File: src/rtl/tqvp_bus_if.sv
// Bundle of signals between the bus initiator and its surroundings:
// the command byte stream in, the response byte stream out, and the
// TinyQV peripheral data bus.
//
// Handshake rule for both byte streams: a byte moves on a rising clock
// edge where valid and ready are both high. The sender holds the byte
// and valid steady until that edge. The receiver may raise or lower
// ready at any time.
//
// Modports:
//   master - the initiator: consumes commands, produces responses and
//            drives the peripheral bus.
//   slave  - the host/peripheral side (a testbench or a wrapper).
interface tqvp_bus_if;
    logic        cmd_valid;
    logic        cmd_ready;
    logic [7:0]  cmd_data;
    logic        rsp_valid;
    logic        rsp_ready;
    logic [7:0]  rsp_data;
    logic [5:0]  p_address;
    logic [31:0] p_data_in;
    logic [1:0]  p_data_write_n;
    logic [1:0]  p_data_read_n;
    logic [31:0] p_data_out;
    logic        p_data_ready;

    modport master (
        input  cmd_valid, cmd_data,
        output cmd_ready,
        output rsp_valid, rsp_data,
        input  rsp_ready,
        output p_address, p_data_in, p_data_write_n, p_data_read_n,
        input  p_data_out, p_data_ready
    );

    modport slave (
        output cmd_valid, cmd_data,
        input  cmd_ready,
        input  rsp_valid, rsp_data,
        output rsp_ready,
        input  p_address, p_data_in, p_data_write_n, p_data_read_n,
        output p_data_out, p_data_ready
    );
endinterface

File: src/rtl/tqvp_bus_initiator.sv
// Command-driven initiator for the TinyQV peripheral data bus.
// A command arrives as a byte stream: a header (bit7 = write, bits1:0 =
// size), an address byte, and for writes 1/2/4 data bytes sent LSB first.
// The block runs one bus read or write. It answers with a status byte
// (00 ok, 01 read timeout, 02 bad size). After a successful read, the
// status byte is followed by the read bytes, LSB first.
//
// Ports:
//   clk, rst_n - clock; asynchronous active-low reset
//   bus        - tqvp_bus_if.master (command/response streams, peripheral bus)
//   busy       - high whenever the FSM is not waiting for a header
//   dbg_state  - current FSM state, for observation only
module tqvp_bus_initiator #(
    parameter int TIMEOUT = 255,
    parameter int TW      = 8
) (
    input  logic             clk,
    input  logic             rst_n,
    tqvp_bus_if.master       bus,
    output logic             busy,
    output logic [2:0]       dbg_state
);

    localparam logic [2:0] S_HDR    = 3'd0;
    localparam logic [2:0] S_ADDR   = 3'd1;
    localparam logic [2:0] S_WDATA  = 3'd2;
    localparam logic [2:0] S_WRITE  = 3'd3;
    localparam logic [2:0] S_READ   = 3'd4;
    localparam logic [2:0] S_STATUS = 3'd5;
    localparam logic [2:0] S_RDATA  = 3'd6;

    // The last READ cycle with data_ready low happens when the counter is
    // one short of TIMEOUT. Leaving READ at that point keeps the strobe
    // up for exactly TIMEOUT cycles.
    localparam logic [TW-1:0] TO_LAST = TW'(TIMEOUT - 1);

    logic [2:0]    state_q, state_d;
    logic          rw_q, rw_d;
    logic [1:0]    size_q, size_d;
    logic [5:0]    addr_q, addr_d;
    logic [31:0]   wdata_q, wdata_d;
    logic [31:0]   rdata_q, rdata_d;
    logic [1:0]    idx_q, idx_d;
    logic [7:0]    code_q, code_d;
    logic [TW-1:0] cnt_q, cnt_d;
    logic [1:0]    last_idx;

    // Index of the final byte for the latched size: 1, 2 or 4 bytes.
    always_comb begin
        case (size_q)
            2'b00:   last_idx = 2'd0;
            2'b01:   last_idx = 2'd1;
            default: last_idx = 2'd3;
        endcase
    end

    always_comb begin
        state_d = state_q;
        rw_d    = rw_q;
        size_d  = size_q;
        addr_d  = addr_q;
        wdata_d = wdata_q;
        rdata_d = rdata_q;
        idx_d   = idx_q;
        code_d  = code_q;
        cnt_d   = cnt_q;

        case (state_q)
            S_HDR: begin
                if (bus.cmd_valid) begin
                    rw_d    = bus.cmd_data[7];
                    size_d  = bus.cmd_data[1:0];
                    state_d = S_ADDR;
                end
            end
            S_ADDR: begin
                if (bus.cmd_valid) begin
                    addr_d = bus.cmd_data[5:0];
                    if (size_q == 2'b11) begin
                        code_d  = 8'h02;
                        state_d = S_STATUS;
                    end else if (rw_q) begin
                        wdata_d = '0;
                        idx_d   = 2'd0;
                        state_d = S_WDATA;
                    end else begin
                        cnt_d   = '0;
                        state_d = S_READ;
                    end
                end
            end
            S_WDATA: begin
                if (bus.cmd_valid) begin
                    wdata_d[{idx_q, 3'b000} +: 8] = bus.cmd_data;
                    if (idx_q == last_idx) begin
                        state_d = S_WRITE;
                    end else begin
                        idx_d = idx_q + 2'd1;
                    end
                end
            end
            S_WRITE: begin
                code_d  = 8'h00;
                state_d = S_STATUS;
            end
            S_READ: begin
                if (bus.p_data_ready) begin
                    rdata_d = bus.p_data_out;
                    code_d  = 8'h00;
                    state_d = S_STATUS;
                end else if (cnt_q == TO_LAST) begin
                    code_d  = 8'h01;
                    state_d = S_STATUS;
                end else begin
                    cnt_d = cnt_q + 1'b1;
                end
            end
            S_STATUS: begin
                if (bus.rsp_ready) begin
                    // Read bytes follow only a read that completed cleanly.
                    if (!rw_q && code_q == 8'h00) begin
                        idx_d   = 2'd0;
                        state_d = S_RDATA;
                    end else begin
                        state_d = S_HDR;
                    end
                end
            end
            S_RDATA: begin
                if (bus.rsp_ready) begin
                    if (idx_q == last_idx) begin
                        state_d = S_HDR;
                    end else begin
                        idx_d = idx_q + 2'd1;
                    end
                end
            end
            default: state_d = S_HDR;
        endcase
    end

    always_ff @(posedge clk or negedge rst_n) begin
        if (!rst_n) begin
            state_q <= S_HDR;
            rw_q    <= 1'b0;
            size_q  <= 2'b00;
            addr_q  <= '0;
            wdata_q <= '0;
            rdata_q <= '0;
            idx_q   <= '0;
            code_q  <= '0;
            cnt_q   <= '0;
        end else begin
            state_q <= state_d;
            rw_q    <= rw_d;
            size_q  <= size_d;
            addr_q  <= addr_d;
            wdata_q <= wdata_d;
            rdata_q <= rdata_d;
            idx_q   <= idx_d;
            code_q  <= code_d;
            cnt_q   <= cnt_d;
        end
    end

    // Every output is decoded from registered state, so an asynchronous
    // reset drops the strobes and rsp_valid at once.
    always_comb begin
        bus.cmd_ready      = (state_q == S_HDR) || (state_q == S_ADDR) || (state_q == S_WDATA);
        bus.rsp_valid      = (state_q == S_STATUS) || (state_q == S_RDATA);
        bus.rsp_data       = 8'h00;
        if (state_q == S_STATUS) begin
            bus.rsp_data = code_q;
        end else if (state_q == S_RDATA) begin
            bus.rsp_data = rdata_q[{idx_q, 3'b000} +: 8];
        end
        bus.p_address      = addr_q;
        bus.p_data_in      = wdata_q;
        bus.p_data_write_n = (state_q == S_WRITE) ? size_q : 2'b11;
        bus.p_data_read_n  = (state_q == S_READ)  ? size_q : 2'b11;
        busy               = (state_q != S_HDR);
        dbg_state          = state_q;
    end

endmodule
File: src/flat_wrapper.sv
// flat-port wrapper written by rule: the top's interface ports become plain ports
module tqvp_bus_initiator_flat 
#(
    parameter int TIMEOUT = 255,
    parameter int TW      = 8
)
  (clk, rst_n, busy, dbg_state, bus_cmd_valid, bus_cmd_data, bus_cmd_ready, bus_rsp_valid, bus_rsp_data, bus_rsp_ready, bus_p_address, bus_p_data_in, bus_p_data_write_n, bus_p_data_read_n, bus_p_data_out, bus_p_data_ready);
  tqvp_bus_if bus_i ();
  input  logic clk;
  input  logic rst_n;
  output logic busy;
  output logic [2:0] dbg_state;
  input wire logic [$bits(bus_i.cmd_valid)-1:0] bus_cmd_valid;
  input wire logic [$bits(bus_i.cmd_data)-1:0] bus_cmd_data;
  output wire logic [$bits(bus_i.cmd_ready)-1:0] bus_cmd_ready;
  output wire logic [$bits(bus_i.rsp_valid)-1:0] bus_rsp_valid;
  output wire logic [$bits(bus_i.rsp_data)-1:0] bus_rsp_data;
  input wire logic [$bits(bus_i.rsp_ready)-1:0] bus_rsp_ready;
  output wire logic [$bits(bus_i.p_address)-1:0] bus_p_address;
  output wire logic [$bits(bus_i.p_data_in)-1:0] bus_p_data_in;
  output wire logic [$bits(bus_i.p_data_write_n)-1:0] bus_p_data_write_n;
  output wire logic [$bits(bus_i.p_data_read_n)-1:0] bus_p_data_read_n;
  input wire logic [$bits(bus_i.p_data_out)-1:0] bus_p_data_out;
  input wire logic [$bits(bus_i.p_data_ready)-1:0] bus_p_data_ready;
  assign bus_i.cmd_valid = bus_cmd_valid;
  assign bus_i.cmd_data = bus_cmd_data;
  assign bus_cmd_ready = bus_i.cmd_ready;
  assign bus_rsp_valid = bus_i.rsp_valid;
  assign bus_rsp_data = bus_i.rsp_data;
  assign bus_i.rsp_ready = bus_rsp_ready;
  assign bus_p_address = bus_i.p_address;
  assign bus_p_data_in = bus_i.p_data_in;
  assign bus_p_data_write_n = bus_i.p_data_write_n;
  assign bus_p_data_read_n = bus_i.p_data_read_n;
  assign bus_i.p_data_out = bus_p_data_out;
  assign bus_i.p_data_ready = bus_p_data_ready;
  tqvp_bus_initiator #(.TIMEOUT(TIMEOUT), .TW(TW)) u_core (.clk(clk), .rst_n(rst_n), .bus(bus_i), .busy(busy), .dbg_state(dbg_state));
endmodule
File: config.mk
export PLATFORM = sky130hd
export DESIGN_NAME = tqvp_bus_initiator_flat
export DESIGN_NICKNAME = d
export VERILOG_FILES = /design/src/rtl/tqvp_bus_if.sv /design/src/rtl/tqvp_bus_initiator.sv /design/src/flat_wrapper.sv
export SDC_FILE = /design/constraint.sdc
export NUM_CORES = 1
export LEC_CHECK = 0
export BUFFER_PORTS_ARGS = -buffer_cell sky130_fd_sc_hd__buf_2
export CAP_MARGIN = 15
export CORE_MARGIN = 4
export CORE_UTILIZATION = 40
export CTS_BUF_LIST = sky130_fd_sc_hd__clkbuf_8 sky130_fd_sc_hd__clkbuf_16
export CTS_CLUSTER_DIAMETER = 80
export DETAILED_ROUTE_END_ITERATION = 7
export PLACE_DENSITY = 0.74
export SYNTH_ARGS = -nofsm -noshare
export SYNTH_HDL_FRONTEND = slang
export SYNTH_SLANG_ARGS = --single-unit
File: constraint.sdc
create_clock -name clk -period 2.4 [get_ports clk]
set_input_delay 0.36 -clock clk [delete_from_list [all_inputs] [get_ports clk]]
set_output_delay 0.36 -clock clk [all_outputs]
set_load 0.01 [all_outputs]
---- Word level (Yosys, flattened, before mapping) ----
Cells that the tools add are included.
storage, ports and cells
  register bits ........................... 94
  bits of input ports ..................... 45
  output and inout port bits .............. 56
  word-level logic and storage cells ...... 105
cells by class
  $add $sub $neg .......................... 3
  equality and inequality tests ........... 25
  shift-type cells ........................ 3
  multiplexer cells ....................... 44
  reduce and logical (&&, ||, !) cells .... 21
operators by type and width
  kind                                                                      count
  32-bit two-way mux                                                        4
  8-bit two-way mux                                                         11
  32-bit case mux with 2 select lines                                       1
  3-bit two-way mux                                                         12
  32-bit bitwise mux                                                        1
  8-bit by 7-bit variable shift with 32-bit output (first input constant)   1
  32-bit by 6-bit indexed part select with 8-bit output                     1
  8-bit by 7-bit indexed part select with 32-bit output                     1
  8-bit case mux with 3 select lines                                        1
  3-bit case mux with 7 select lines                                        1
  2-bit two-way mux                                                         10
  2-bit inequality test (second input constant)                             9
  8-bit case mux with 2 select lines                                        1
  8-bit AND reduction                                                       2
  2-bit by 1-bit inequality test with 1-bit output (second input constant)  5
  3-bit equality test (second input constant)                               3
  8-bit by 1-bit adder with 8-bit output (second input constant)            1
  8-bit equality test (second input constant)                               1
  8-bit logical NOT                                                         1
  2-bit case mux with 4 select lines                                        1
  5-bit negator with 7-bit output                                           1
  3-bit by 2-bit equality test with 1-bit output (second input constant)    2
  2-bit AND reduction                                                       3
  6-bit AND reduction                                                       1
  other kinds (17)                                                          21

---- Depth between registers and ports, before layout ----
  word-level depth ........................ 6
  mapped depth ............................ 8

---- Worst setup path after synthesis ----
OpenSTA, ideal clock, no wires.
  path type ............................... register to register
  start point ............................. reg u_core.idx_q[0]
  end point ............................... reg u_core.wdata_q[24] (netlist: u_core.bus.p_data_in[24])
  setup time .............................. 79 ps
  data arrival time ....................... 2036 ps
  data required time ...................... 2321 ps
  slack ................................... 285 ps
  cell stages (with the launch flop) ...... 8
  cells stage by stage .................... dfrtp_1 > buf_2 > inv_1 > ha_1 > nand2b_1 > nor4_2 > nand2_1 > mux2i_1
between the ends
  word-level cells in the longest chain between the ends .. 5
ends and longest elaborated chain
  what                                                                                                                       RTL line                   source
  start: declaration                                                                                                         tqvp_bus_initiator.sv:43   logic [1:0] idx_q, idx_d;
  start signal: assignment                                                                                                   tqvp_bus_initiator.sv:160  idx_q <= idx_d;
  5-bit negator with 7-bit output *                                                                                          tqvp_bus_initiator.sv:94   wdata_d[{idx_q, 3'b000} +: 8] = bus.cmd_data;
  8-bit by 7-bit indexed part select with 32-bit output or 8-bit by 7-bit variable shift with 32-bit output (tied branches)  tqvp_bus_initiator.sv:94
  32-bit bitwise mux *                                                                                                       tqvp_bus_initiator.sv:94
  32-bit two-way mux *                                                                                                       tqvp_bus_initiator.sv:93   if (bus.cmd_valid) begin
  32-bit case mux with 2 select lines *                                                                                      tqvp_bus_initiator.sv:68   case (state_q)
  end signal: assignment                                                                                                     tqvp_bus_initiator.sv:158  wdata_q <= wdata_d;
  end: declaration                                                                                                           tqvp_bus_initiator.sv:41   logic [31:0] wdata_q, wdata_d;
Mark *: on every way between the ends. The rest lies on a longest branch, timed or not. The select of a mux whose other input is x is not followed.
A chain may end at the register's enable or synchronous reset.

---- Final worst setup path ----
  start point ............................. reg u_core.state_q[1] (netlist: u_core.dbg_state[1])
  end point ............................... out bus_rsp_data[1]
between the ends
  word-level cells in the longest chain between the ends .. 3
ends and longest elaborated chain
  what                      RTL line                   source
  start: declaration        tqvp_bus_initiator.sv:37   logic [2:0] state_q, state_d;
  start signal: assignment  tqvp_bus_initiator.sv:154  state_q <= state_d;
  3-bit equality test       tqvp_bus_initiator.sv:174  end else if (state_q == S_RDATA) begin
  8-bit two-way mux         tqvp_bus_initiator.sv:174
  8-bit two-way mux *       tqvp_bus_initiator.sv:172  if (state_q == S_STATUS) begin
  end: declaration          flat_wrapper.sv:17         output wire logic [$bits(bus_i.rsp_data)-1:0] bus_rsp_data;
Mark *: on every way between the ends. The rest lies on a longest branch, timed or not.

==> results.md <==
- The most critical setup path has its endpoint at bus_rsp_data[1].
- The cell-internal power is 3.93 mW.
- For the worst flop-to-flop path, the logic depth is 6.
- For this run, the register share of the synthesized area comes to 0.492.
- At the end of routability-driven placement, the weighted congestion stood at 0.810.
- The share of total power dissipated in sequential elements is 0.414.
- For the pin with the worst max-slew slack, the measured transition is 0.561 ns.
- The HPWL after detailed placement is 7970 um.
- The data required time at the worst endpoint is 2.04 ns.
- The number of nets in the synthesized netlist is 441.
- The path type of the worst setup path is reg -> out.
- The count of nets left with antenna violations once routing finished came out at 0.
- The post-synthesis average cell area is 11.5 um^2.
- The leakage power is 2.66 nW.
- The most used flip-flop cell after synthesis is dfrtp_1.
- Of the total power, the share spent switching nets is 0.384.
- Setup violations remaining at the end of the flow were counted as 0.
- The final clock skew is 0.00955 ns.
- In the final routed layout, each cell accounts on average for 16.6 um.
- OpenSTA, run right after detailed placement, puts the worst setup slack at 0.276 ns.
- TritonCTS built the clock tree.
- The first global-routing pass estimated 17300 um of wire.
- The number of global-route vias before repair is 3502.
- The share of total power dissipated in combinational logic is 0.451.
- Summed over all layers, the global routing overflow is 0.
- CTS saw 88 sinks.
- The power density normalized to cell area is 1190 mW/mm^2.
- The cell area after layout is 0.00538 mm^2.
- The region available for standard cell placement spans 0.0109 mm^2.
- The initial antenna violation count was 0.
- The largest voltage drop on the vdd net is 0.000558 V.
- The die height is 114 um.
- The most common cell in the synthesized netlist is dfrtp_1.
- The start point of the critical path is u_core.dbg_state[1].
- The fraction of synthesis flops using an asynchronous set or reset pin is 1.00.
- The net switching component of the power is 2.45 mW.
- The run finished with clean final reports.
- Counting flops with a built-in enable in the synthesized netlist gives 0.
- The number of hold-slack violations in the final timing report is 0.
- In the finished design, the share of the clock period the worst path needs comes to 0.916.
- After detailed routing, the number of vias per cell comes to 5.18.
- The pin count of the biggest net entering global routing is 36.
- The layout-stage area growth over the synthesis result is 20.3%.
- In the post-synthesis netlist, the biggest area contributors are dfrtp_1, mux2_2, mux2i_1.
- Counting the buffers created by CTS gives 9.
- The tree is rooted in a clkbuf_8.
- The worst hold path belongs to the class in -> reg.
- After detailed routing, the total wire length is 10700 um.
- The overall global routing resource usage is 0.169.
- The number of pins with negative max-slew slack in the final report came to 0.
- The first routing iteration left 125 violations.
- The warning count from the yosys run is 0.
- The minimum setup slack in the final design is 0.201 ns.
- After synthesis, the most frequently instantiated cells are dfrtp_1, inv_1, nand2_1.
- The destination of the worst register-to-register timing path is u_core.cnt_q[1].
- The maximum count of clock buffers along a single path is 2.
- The element type at the critical path end is an output port.
- The max-capacitance violation count is 0.
- The initial standard-cell utilization of the core is 0.411.
- The routed layout has 3339 vias.
- After detailed routing, the number of remaining DRC violations is 0.
- The die boundary width is 114 um.
- The later pin in the worst-skew pair is clocked with a latency of 0.36 ns.
- The biggest area consumer among synthesized cells is dfrtp_1.
- The highest clock frequency the design can meet is 0.455 GHz.
- The number of detailed-route iterations in the first pass is 4.
- The share of synthesized area in the top cell type comes to 0.492.
- The overall power after layout is 6.38 mW.
- The synthesized flop and latch total is 88.
- The sum of negative setup slack is 0 ns.
- The die covers 0.0129 mm^2.
- 101 I/O pins were placed.
- 0 antenna diodes ended up in the layout.
- The number of port buffers is 100.
- After detailed placement, the total cell area comes to 0.00520 mm^2.
- The H-tree depth is 3.
- The worst-case headroom to the max-slew limit is 0.626.
- The sort of element at the start of the critical path is a flop.
- Leaving out filler cells and counting taps, the final layout contains 644.
- The mapped netlist covers 0.00447 mm^2.
- The origin of the worst min-delay path is bus_p_data_out[29].
- The post-placement cell count is 627.
- The top fanout value on the critical path is 18.
- In the final layout, the share of cells above drive strength 1 is 0.379.
- The post-synthesis cell type count is 54.
- The smallest clock period supported by the final layout is computed as 2.20 ns.
- The CTS clock-pin slew for the worst setup and hold paths is 0.08 ns.
- At the end of the flow, the number of nets in the layout was 552.
- STA puts the critical path data arrival time at 1.84 ns.
- The clock share of power is 0.135.
- The floorplan has 38 rows.
- The setup slack of the most critical reg-to-reg path is 0.31 ns.
- Setup repair after global routing left no endpoint under its margin.
- In this run the critical register-to-register path is launched from u_core.dbg_state[0].
- After technology mapping, the gate count stands at 390.
## registers in the layout, indices dropped and copies added, names as in the netlist
| register | flops |
|---|---|
| u_core.rdata_q | 32 |
| u_core.dbg_state | 3 |
| u_core.size_q | 2 |
| u_core.code_q | 2 |
| u_core.idx_q | 2 |
| u_core.rw_q | 1 |
| u_core.bus.p_data_in | 32 |
| u_core.cnt_q | 8 |
| u_core.bus.p_address | 6 |
## stage by stage
step | utilization | hold slack (ns)
3_3_place_gp | 0.477 | 0.321
2_1_floorplan | - | 0.0644
4_1_cts | 0.492 | 0.197
6_report | 0.494 | 0.213
5_1_grt | 0.494 | 0.208
3_5_place_dp | 0.477 | 0.320
## metal layers
| layer | vias to the layer above | routed length, um | share of wire | global-route usage |
|---|---|---|---|---|
| li1 | 1579 | - | - | - |
| met1 | 1649 | 4580 | 0.43 | 0.205 |
| met2 | 103 | 5200 | 0.49 | 0.290 |
| met3 | 8 | 821 | 0.077 | 0.0653 |
| met4 | 0 | 85 | 0.0079 | 0.0304 |
| met5 | - | 0 | 0 | 0 |
## power by group through the flow
stage / Combinational (mW) / Clock (mW) / Sequential (mW)
after floorplan: 1.97 / 0 / 2.58
after global placement: 2.76 / 0 / 2.63
after detailed placement: 2.87 / 0 / 2.67
after CTS: 2.88 / 0.896 / 2.64
after global routing: 3.17 / 0.956 / 2.72
final: 2.88 / 0.862 / 2.64
## cell families (layout without fill, tap and decap cells)
family | count (synthesis) | count (layout) | share of synthesized area
compound gates | 53 | 53 | 0.0960
simple gates | 96 | 96 | 0.115
xor+xnor | 1 | 1 | 0.00196
flops | 88 | 88 | 0.492
mux | 84 | 84 | 0.222
fa+ha+maj | 6 | 6 | 0.0168
buf+inv | 62 | 176 | 0.0554
## repair_timing
action | in CTS | in global routing
setup endpoints to repair | 7 | 3
hold buffers | 1 | 0
pin swaps | 0 | 0
buffers inserted | 0 | 2
gates resized for setup | 1 | 2
endpoints found under the hold margin | 27 | 0
## worst min-delay path by stage
stage	endpoint	slack, ns	cells past startpoint
final	u_core.rdata_q[29]	0.21	2
after global routing	u_core.rdata_q[28]	0.21	2
after CTS	u_core.rdata_q[29]	0.20	2
after detailed placement	u_core.bus.p_data_in[22]	0.32	1
after global placement	u_core.bus.p_data_in[22]	0.32	1
after floorplan	u_core.bus.p_address[0]	0.06	0
## cell type report
class	count	area (um^2)
clock buffers	10	138
clock inverters	4	16.3
fillers	1011	5510
inverters	43	161
multi-input cells	240	2030
flip-flops and latches	88	2200
well taps	140	175
repair buffers	119	661
## critical path, cell delays in order (launching register included)
cell and delay (ns):
dfrtp_1 0.41, buf_4 0.21, nor2b_2 0.23, buf_4 0.26
a22oi_1 0.11, nor2_1 0.10, buf_2 0.16
## cell usage in the layout, fill, tap and decap left out, drive strengths merged, types with 3 or more instances in the layout
| master | netlist | routed |
|---|---|---|
| buf | 11 | 118 |
| dfrtp | 88 | 88 |
| inv | 43 | 46 |
| mux2 | 42 | 42 |
| nand2 | 41 | 41 |
| mux2i | 34 | 34 |
| o21ai | 11 | 11 |
| clkbuf | 8 | 10 |
| and3 | 9 | 9 |
| a21oi | 8 | 8 |
| mux4 | 8 | 8 |
| nand2b | 7 | 7 |
| nor2 | 7 | 7 |
| and2 | 6 | 6 |
| ha | 6 | 6 |
| nand3 | 4 | 4 |
| a31oi | 4 | 4 |
| o31ai | 4 | 4 |
| nor4 | 4 | 4 |
| nor3 | 3 | 3 |
| or3 | 3 | 3 |
| nor2b | 3 | 3 |
(Power assumes the default switching activity.)
